## src/rtl/pipe_stall_ctrl_if.sv

```systemverilog
// Hazard-to-pipeline control bundle: request inputs from hazard sources,
// stall/bubble/flush strobes and statistics back out to the pipeline.
interface pipe_stall_ctrl_if #(
  parameter int unsigned CNT_W = 32
);
  logic             bbl_req;
  logic             stop_req;
  logic             flush_req;
  logic [5:0]       stall;
  logic             bubble;
  logic             flush;
  logic             timeout;
  logic [CNT_W-1:0] stall_cycles;

  modport master (
    output bbl_req, stop_req, flush_req,
    input  stall, bubble, flush, timeout, stall_cycles
  );

  modport slave (
    input  bbl_req, stop_req, flush_req,
    output stall, bubble, flush, timeout, stall_cycles
  );
endinterface

```

## src/rtl/pipe_stall_ctrl.sv

```systemverilog
// Pipeline stall controller: prioritises stop > flush > bubble into per-stage
// hold enables, NOP injection and front-end flush, with a stall watchdog.
module pipe_stall_ctrl #(
  parameter int unsigned FLUSH_CYCLES = 1,
  parameter int unsigned TIMEOUT      = 64,
  parameter int unsigned CNT_W        = 32
) (
  input  logic             clk,
  input  logic             rst,
  pipe_stall_ctrl_if.slave io_bus
);
  typedef enum logic [1:0] {RUN, HOLD, FLUSH} state_t;

  localparam logic [3:0]  FLUSH_LOAD = 4'(FLUSH_CYCLES - 1);
  localparam logic [15:0] WD_LIMIT   = 16'(TIMEOUT);
  localparam logic [5:0]  STALL_STOP = 6'b011111;
  localparam logic [5:0]  STALL_BBL  = 6'b000011;

  state_t           r_state, w_state_nxt;
  logic [3:0]       r_flush_cnt, w_flush_cnt_nxt;
  logic             r_flush_pend, w_flush_pend_nxt;
  logic [15:0]      r_wd_cnt, w_wd_nxt;
  logic             r_timeout;
  logic [CNT_W-1:0] r_stall_cycles;
  logic [5:0]       w_stall;
  logic             w_bubble, w_flush, w_flush_any, w_stalled;

  assign w_flush_any = io_bus.flush_req | r_flush_pend | (r_state == FLUSH);

  always_comb begin
    // NOTE: every combinational output gets a default first so no path infers a latch.
    w_state_nxt      = r_state;
    w_flush_cnt_nxt  = r_flush_cnt;
    w_flush_pend_nxt = r_flush_pend;
    w_stall          = '0;
    w_bubble         = 1'b0;
    w_flush          = 1'b0;
    if (io_bus.stop_req) begin
      // Any flush seen while stopped is deferred until the unit releases.
      w_stall     = STALL_STOP;
      w_state_nxt = HOLD;
      if (w_flush_any) w_flush_pend_nxt = 1'b1;
    end else if (w_flush_any) begin
      w_flush = 1'b1;
      if (io_bus.flush_req || (r_state != FLUSH)) begin
        w_flush_cnt_nxt  = FLUSH_LOAD;
        w_flush_pend_nxt = 1'b0;
        w_state_nxt      = (FLUSH_LOAD == 4'd0) ? RUN : FLUSH;
      end else if (r_flush_cnt <= 4'd1) begin
        w_flush_cnt_nxt = 4'd0;
        w_state_nxt     = RUN;
      end else begin
        w_flush_cnt_nxt = r_flush_cnt - 4'd1;
      end
    end else begin
      w_state_nxt = RUN;
      if (io_bus.bbl_req) begin
        w_stall  = STALL_BBL;
        w_bubble = 1'b1;
      end
    end
  end

  assign w_stalled = |w_stall;
  assign w_wd_nxt  = !w_stalled               ? 16'd0 :
                     (r_wd_cnt == WD_LIMIT)   ? r_wd_cnt :
                                                r_wd_cnt + 16'd1;

  always_ff @(posedge clk or negedge rst) begin
    if (!rst) begin
      r_state        <= RUN;
      r_flush_cnt    <= 4'd0;
      r_flush_pend   <= 1'b0;
      r_wd_cnt       <= 16'd0;
      r_timeout      <= 1'b0;
      r_stall_cycles <= '0;
    end else begin
      // NOTE: state registers use non-blocking assignment so all flops see pre-edge values.
      r_state      <= w_state_nxt;
      r_flush_cnt  <= w_flush_cnt_nxt;
      r_flush_pend <= w_flush_pend_nxt;
      r_wd_cnt     <= w_wd_nxt;
      if (w_stalled && (w_wd_nxt == WD_LIMIT)) r_timeout <= 1'b1;
      if (w_stalled) r_stall_cycles <= r_stall_cycles + 1'b1;
    end
  end

  // Strobes are gated by reset directly so they drop the instant rst asserts.
  assign io_bus.stall        = rst ? w_stall  : 6'd0;
  assign io_bus.bubble       = rst & w_bubble;
  assign io_bus.flush        = rst & w_flush;
  assign io_bus.timeout      = r_timeout;
  assign io_bus.stall_cycles = r_stall_cycles;
endmodule

```

## src/flat_wrapper.sv

```systemverilog
// flat-port wrapper written by rule: the top's interface ports become plain ports
module pipe_stall_ctrl_flat 
#(
  parameter int unsigned FLUSH_CYCLES = 1,
  parameter int unsigned TIMEOUT      = 64,
  parameter int unsigned CNT_W        = 32
)
  (clk, rst, io_bus_bbl_req, io_bus_stop_req, io_bus_flush_req, io_bus_stall, io_bus_bubble, io_bus_flush, io_bus_timeout, io_bus_stall_cycles);
  pipe_stall_ctrl_if #(.CNT_W(CNT_W)) io_bus_i ();
  input  logic clk;
  input  logic rst;
  input wire logic [$bits(io_bus_i.bbl_req)-1:0] io_bus_bbl_req;
  input wire logic [$bits(io_bus_i.stop_req)-1:0] io_bus_stop_req;
  input wire logic [$bits(io_bus_i.flush_req)-1:0] io_bus_flush_req;
  output wire logic [$bits(io_bus_i.stall)-1:0] io_bus_stall;
  output wire logic [$bits(io_bus_i.bubble)-1:0] io_bus_bubble;
  output wire logic [$bits(io_bus_i.flush)-1:0] io_bus_flush;
  output wire logic [$bits(io_bus_i.timeout)-1:0] io_bus_timeout;
  output wire logic [$bits(io_bus_i.stall_cycles)-1:0] io_bus_stall_cycles;
  assign io_bus_i.bbl_req = io_bus_bbl_req;
  assign io_bus_i.stop_req = io_bus_stop_req;
  assign io_bus_i.flush_req = io_bus_flush_req;
  assign io_bus_stall = io_bus_i.stall;
  assign io_bus_bubble = io_bus_i.bubble;
  assign io_bus_flush = io_bus_i.flush;
  assign io_bus_timeout = io_bus_i.timeout;
  assign io_bus_stall_cycles = io_bus_i.stall_cycles;
  pipe_stall_ctrl #(.FLUSH_CYCLES(FLUSH_CYCLES), .TIMEOUT(TIMEOUT), .CNT_W(CNT_W)) u_core (.clk(clk), .rst(rst), .io_bus(io_bus_i));
endmodule
```

## config.mk

```make
export PLATFORM = sky130hd
export DESIGN_NAME = pipe_stall_ctrl_flat
export DESIGN_NICKNAME = d
export VERILOG_FILES = /design/src/rtl/pipe_stall_ctrl_if.sv /design/src/rtl/pipe_stall_ctrl.sv /design/src/flat_wrapper.sv
export SDC_FILE = /design/constraint.sdc
export NUM_CORES = 1
export LEC_CHECK = 0
export BUFFER_PORTS_ARGS = -buffer_cell sky130_fd_sc_hd__buf_4
export CAP_MARGIN = 20
export CORE_MARGIN = 1.5
export CORE_UTILIZATION = 45
export CTS_BUF_LIST = sky130_fd_sc_hd__clkbuf_4 sky130_fd_sc_hd__clkbuf_8
export CTS_CLUSTER_DIAMETER = 120
export DETAILED_ROUTE_END_ITERATION = 8
export PLACE_DENSITY = 0.66
export SYNTH_ARGS = -nofsm -noshare
export SYNTH_HDL_FRONTEND = slang
export SYNTH_SLANG_ARGS = --single-unit
export TNS_END_PERCENT = 20
```

## constraint.sdc

```tcl
create_clock -name clk -period 5.25 [get_ports clk]
set_input_delay 0.2625 -clock clk [delete_from_list [all_inputs] [get_ports clk]]
set_output_delay 0.2625 -clock clk [all_outputs]
set_load 0.01 [all_outputs]
```

==> impl_metrics.toml, run 1 <==
[run_status]
outcome = "finished with violations"
violations = "negative hold slack"

[placement]
hpwl_um = 3830
dp.cells = 371
port_buffers = 44
globalplace.congestion = 0.839

[clocking]
holdBufCountCts = 0
clkTransAtPathRegs_ns = 0.09
cts_inserted_buffers = 5
clkLatencyLatePin_ns = 0.30
cts_buffer_depth = 2
postCtsSetupBuffers = 0
cts_tree = "built"
root_buffer = "clkbuf_8"
htree_num_levels = 2
cts.sinks = 50
cts-resized-gates = 0

[sta]
hold_viol_final = 20
fin_setup_tns_ns = 0
period_needed_ns = 2.05
rsz0062_at_grt = "false"
fmax_ghz = 0.487
setup_viol = 0
worstMarginPinSlew_ns = 0.656
drv_slew = 0
fin_crit_sh_pct = 39.1
holdWs_ns = -0.0295
clock-skew-final_ns = 0.00782
timing.slew.headroom_pct = 56.3

[finish]
fin_cells = 379
n_fill_cell = 542
mostFrequentLayoutCell = "dfrtp_1"
syn2layout_area_growth_pct = 17.3
drive_gt1_share_pct = 24.3
n_antenna_cell = 0
layout_common_cells = "dfrtp_1, buf_4, nor2_1"
nets = 311

[floorplanning]
core-area_um2 = 5850
start_util_pct = 46.3
dieArea_um2 = 6490
row_count = 28
die-width_um = 80.6
boundaryPins = 46
die_y_um = 80.6

[global_route]
grt_pass1_vias = 1889
grt_max_degree = 55
grt_util_met2_pct = 28.0
top_usage_layer = "met2"
gr-usage-met3_pct = 4.66
antenna_found_initial = 0
grt_usage_pct = 17.9
globalRouteMet1Util_pct = 23.9
grt-ovfl-total = 0
grt_pass1_wl_um = 8980

[yosys]
syn_area_um2 = 2710
ys_types = 46
synth_top_area_share_pct = 46.2
yosysWarningCount = 0
synth_flop_cell = "dfrtp_1"
syn_nets = 271
synth_seq_cells = 50
synth_edf_count = 0
synth_area_per_cell_um2 = 10.3
yosys.area.top_type = "dfrtp_1"
synthTopCellsByArea = "dfrtp_1, xnor2_1, xor2_1"
async_flop_share_pct = 100
synth_cells = 263
ys_seq_area_share_pct = 46.2

[setup_path]
worst_path_max_delay_cell = "dfrtp_1"
critPathLaunchType = "register"
reg2reg_depth = 6
slowest_delay_ns = 0.51
path_max_fanout = 8
cp.arrival_ns = 2.25
critPathRequiredTime_ns = 5.45
worstSetupPathType = "register to register"
endpoint_kind = "register"
path_cells = "ha_1 > and4_1 > and3_1 > a41o_1 > a31oi_1 > o41ai_2"

[power]
p_leak_uw = 0.00153
power_density_nw_per_um2 = 282
ir_worst_vdd_mv = 0.122

[detailed_routing]
wl_per_cell_um = 14.1
firstDrtPassIters = 4
ant_nets = 0
vias = 2015
vias_per_cell = 5.32
drt-initial-drc-count = 84
drc_errors = 0
finalWirelength_um = 5350

[worst_hold_path]
min_path_type = "primary input to asynchronous set/reset pin"

[job]
cap_viol_max_count = 0
[through the flow]
stage                     setup slack [ns]  area, µm²  utilization (%)  total power, µW
final                                 3.20       3180             54.3              897
after detailed placement              3.23       3060             52.3              629
after global placement                3.36       3060             52.3              626
after CTS                             3.21       3180             54.3              908
after floorplan                       3.46       2710                -              555
after global routing                  3.06       3180             54.3              949
[cell families after synthesis]
| family | share of synthesized area [%] |
|---|---|
| AND/OR/NAND/NOR | 25.6 |
| flip-flops | 46.2 |
| XOR/XNOR | 15.5 |
| AO/OA/AOI/OAI | 6.61 |
| buffers and inverters | 3.84 |
| adder cells (fa/ha/maj) | 1.39 |
| multiplexers | 0.739 |
| other | 0.138 |
[worst max-delay path: cells and delay by family, from the launching register on]
| kind | cells | cell delay, ns |
|---|---|---|
| DFF | 1 | 0.51 |
| adders and majority gates | 1 | 0.29 |
| AOI/OAI and AO/OA | 3 | 0.62 |
| and+or+nand+nor | 2 | 0.51 |
[per-layer routing]
| layer | up-vias | wire length, µm |
|---|---|---|
| met1 | 984 | 2460 |
| met3 | 9 | 277 |
| met2 | 49 | 2510 |
| met5 | - | 0 |
| li1 | 973 | - |
| met4 | 0 | 98 |
[final timing paths]
check	startpoint	end	slack, ns
setup reg to reg	u_core.r_wd_cnt[0]	u_core.io_bus.timeout	3.20
hold reg to reg	u_core.io_bus.stall_cycles[16]	u_core.io_bus.stall_cycles[16]	0.49
hold / removal	rst	u_core.io_bus.stall_cycles[25]	-0.03
setup / recovery	u_core.r_wd_cnt[0]	u_core.io_bus.timeout	3.20
min in group clk	io_bus_flush_req	u_core.r_flush_pend	0.22
max in group asynchronous	rst	u_core.r_wd_cnt[4]	4.83
[sequential cells by signal, indices dropped and copies added, names as in the netlist]
| signal | flops |
|---|---|
| u_core.r_flush_pend | 1 |
| u_core.io_bus.timeout | 1 |
| u_core.r_wd_cnt | 16 |
| u_core.io_bus.stall_cycles | 32 |
[synthesized netlist by cell type, types with 2 or more instances]
library cell / number
inv_1: 7
and2_1: 4
nor3b_1: 2
and3_1: 10
nor4_2: 2
nand4_1: 8
mux2i_1: 2
buf_4: 6
o21ai_0: 2
a21oi_4: 2
xnor2_1: 28
buf_2: 2
clkbuf_1: 3
ha_1: 3
nand2_1: 29
nand3_1: 12
dfrtp_1: 50
xor2_1: 18
a21oi_1: 5
nand4_2: 2
or2_2: 5
and4_1: 8
nor2_1: 30
[power breakdown]
part | total [µW] | switching, µW | internal (µW)
Combinational | 160 | 81.1 | 78.7
Clock | 276 | 123 | 153
Sequential | 461 | 45.6 | 415
Total | 897 | 250 | 647
[area by class of cell]
cell class | count | area, µm² | area share (%)
flip-flops and latches | 50 | 1250 | 39.4
multi-input cells | 194 | 1350 | 42.6
repair buffers | 45 | 338 | 10.6
clock buffers | 7 | 83.8 | 2.64
inverters | 7 | 26.3 | 0.827
clock inverters | 1 | 30.0 | 0.946
well taps | 75 | 93.8 | 2.96
Note: power is estimated with default switching activity, not from simulation.
==> run 2, diff against run 1 <==
Settings changed: ABC_AREA set to 1.
Clock period 5.25 ns to 1.95 ns, I/O delays scaled along.
==> run 2 against run 1 <==
The flow now finishes without violations. Clock-buffer cell count unchanged. Sequential share of layout area decreased by 2.6 points. Synthesized cell count increased by 38%. Via count increased by 19%. Total power increased to 2.8 times the previous value. Largest power group unchanged. Setup slack got worse by 3.0 ns. Core utilization increased by 2.1 points. Critical endpoint is now u_core.io_bus.stall_cycles[30]. Critical path depth increased by 6. Critical path type unchanged. Clock power increased to 2.7 times the previous value. Clock skew decreased by 0.0024 ns. First-iteration DRC count increased by 29%.
==> impl_metrics.toml, run 2 <==
[setup_path]
endpoint_kind = "register"
cp_common_cell = "nand2_1"
path_cells = "ha_1 > nand3_1 > nor3_2 > nand2_2 > inv_2 > nand3_4 > inv_2 > nand2_2 > nor2_2 > nand2_1 > nand2_1 > nand2_1"
path_buf_inv = 2
cp_top_family = "simple AND/OR/NAND/NOR gates"
cp.arrival_ns = 1.90
path_max_fanout = 4
r2r-end = "u_core.io_bus.stall_cycles[30]"
slowest_delay_ns = 0.43
critPathRequiredTime_ns = 2.14
worst_path_max_delay_cell = "dfrtp_1"
r2r_slack_ns = 0.24
reg2reg_depth = 12
worstSetupPathType = "register to register"
r2r-start = "u_core.io_bus.stall_cycles[0]"
critPathLaunchType = "register"

[placement]
port_buffers = 44
globalplace.congestion = 0.873
hpwl_um = 4550
postPlaceCellArea_um2 = 3260
dp.cells = 477

[finish]
mostFrequentLayoutCell = "nand2_1"
largest_register_ff_count = 32
drive_gt1_share_pct = 20.0
nets = 418
n_antenna_cell = 0
layout_common_cells = "nand2_1, inv_1, dfrtp_1"
fin_cells = 486
syn2layout_area_growth_pct = 18.5
finalInstanceArea_um2 = 3400

[yosys]
synth_flop_cell = "dfrtp_1"
synthTopCellsByArea = "dfrtp_1, nand2_1, xor2_1"
synth_seq_cells = 50
synth_top_area_share_pct = 43.6
yosys-top-cells-count = "nand2_1, inv_1, dfrtp_1"
async_flop_share_pct = 100
synth_edf_count = 0
synth_cells = 362
yosys.area.top_type = "dfrtp_1"
ys_types = 31
synth_area_per_cell_um2 = 7.92
synth_most_common_cell = "nand2_1"
yosysWarningCount = 0
syn_nets = 370
syn_area_um2 = 2870
ys_seq_area_share_pct = 43.6

[global_route]
globalRouteMet1Util_pct = 26.1
top_usage_layer = "met2"
antenna_found_initial = 0
grt_pass1_wl_um = 10400
grt_pass1_vias = 2225
gr-usage-met3_pct = 2.98
grt_max_degree = 34
grt_util_met2_pct = 29.0
grt-ovfl-total = 0
grt_usage_pct = 18.2

[clocking]
clkLatencyLatePin_ns = 0.30
cts_buffer_depth = 2
cts_inserted_buffers = 5
postCtsSetupBuffers = 0
cts.sinks = 50
htree_num_levels = 2
clkTransAtPathRegs_ns = 0.09
cts_tree = "built"
root_buffer = "clkbuf_8"

[detailed_routing]
vias_per_cell = 4.95
firstDrtPassIters = 4
finalWirelength_um = 5960
wl_per_cell_um = 12.3
drt-initial-drc-count = 108
drc_errors = 0
vias = 2404
ant_nets = 0

[run_status]
outcome = "completed"

[power]
power_density_nw_per_um2 = 738
ir_worst_vdd_mv = 0.670
p_leak_uw = 0.00181

[sta]
fmax_ghz = 0.585
rsz0062_at_grt = "false"
fin_crit_sh_pct = 87.6
clock-skew-final_ns = 0.00545
hold_viol_final = 0
fin_setup_tns_ns = 0
period_needed_ns = 1.71
setup_viol = 0
drv_slew = 0

[worst_hold_path]
min_from = "io_bus_flush_req"
hold_path_depth = 3
min_path_type = "primary input to register"
hold-path-endpoint = "u_core.r_flush_pend"

[floorplanning]
die_y_um = 82.8
row_count = 28
core-area_um2 = 6030
boundaryPins = 46
die-width_um = 82.8
start_util_pct = 47.6
dieArea_um2 = 6860

[job]
cap_viol_max_count = 0
-- run 2: per-layer routing --
| metal | wire length [µm] | up-vias |
|---|---|---|
| li1 | - | 1224 |
| met1 | 3030 | 1130 |
| met2 | 2680 | 48 |
| met3 | 229 | 2 |
| met4 | 24 | 0 |
| met5 | 0 | - |
-- run 2: final cells by class --
class	count	area (µm²)
sequential	50	1250
tap	75	93.8
clock buffer	7	83.8
clock inverter	1	30.0
inverter	58	223
multi-input combinational	248	1360
timing repair buffer	47	355
fill	611	2630
-- run 2: metrics by stage --
| step | total power, µW | utilization (%) | worst slack [ns] | hold WS, ns |
|---|---|---|---|---|
| floorplan | 1550 | - | 0.378 | -0.198 |
| global placement | 1780 | 54.2 | 0.260 | -0.00860 |
| detailed placement | 1790 | 54.2 | 0.182 | -0.00803 |
| CTS | 2550 | 56.2 | 0.167 | 0.0302 |
| global route | 2640 | 56.4 | 0.0474 | 0.0542 |
| finish | 2510 | 56.4 | 0.241 | 0.0387 |
-- run 2: kinds of logic after synthesis --
group | synth area share [%]
XOR/XNOR | 9.47
AND/OR/NAND/NOR | 34.4
AO/OA/AOI/OAI | 1.79
buffers and inverters | 9.25
other | 0.131
flip-flops | 43.6
adder cells (fa/ha/maj) | 1.31
-- run 2: how the worst max path moves through the flow --
stage          cells past startpoint                          start                              to
2_1_floorplan                     12  u_core.io_bus.stall_cycles[0]  u_core.io_bus.stall_cycles[30]
3_3_place_gp                      12            u_core.r_flush_pend  u_core.io_bus.stall_cycles[30]
3_5_place_dp                      12            u_core.r_flush_pend  u_core.io_bus.stall_cycles[30]
4_1_cts                           12            u_core.r_flush_pend  u_core.io_bus.stall_cycles[30]
5_1_grt                           12            u_core.r_flush_pend  u_core.io_bus.stall_cycles[30]
6_report                          12  u_core.io_bus.stall_cycles[0]  u_core.io_bus.stall_cycles[30]
-- run 2: repair_timing --
action,CTS,global route
endpoints found under the setup margin,0,1
resized for setup,0,1
hold endpoints to repair,17,0
hold buffers,1,0
-- run 2: tightest hold or removal path: stages --
cell and delay, ns:
buf_4 0.08, nor2_2 0.04, nor2_1 0.08
-- run 2: power by group --
group | internal (µW) | leakage (µW) | switching [µW] | total [µW]
Sequential | 1130 | 0.000628 | 116 | 1250
Clock | 412 | 0.0000593 | 332 | 744
Combinational | 229 | 0.00112 | 285 | 514
Total | 1770 | 0.00181 | 732 | 2510
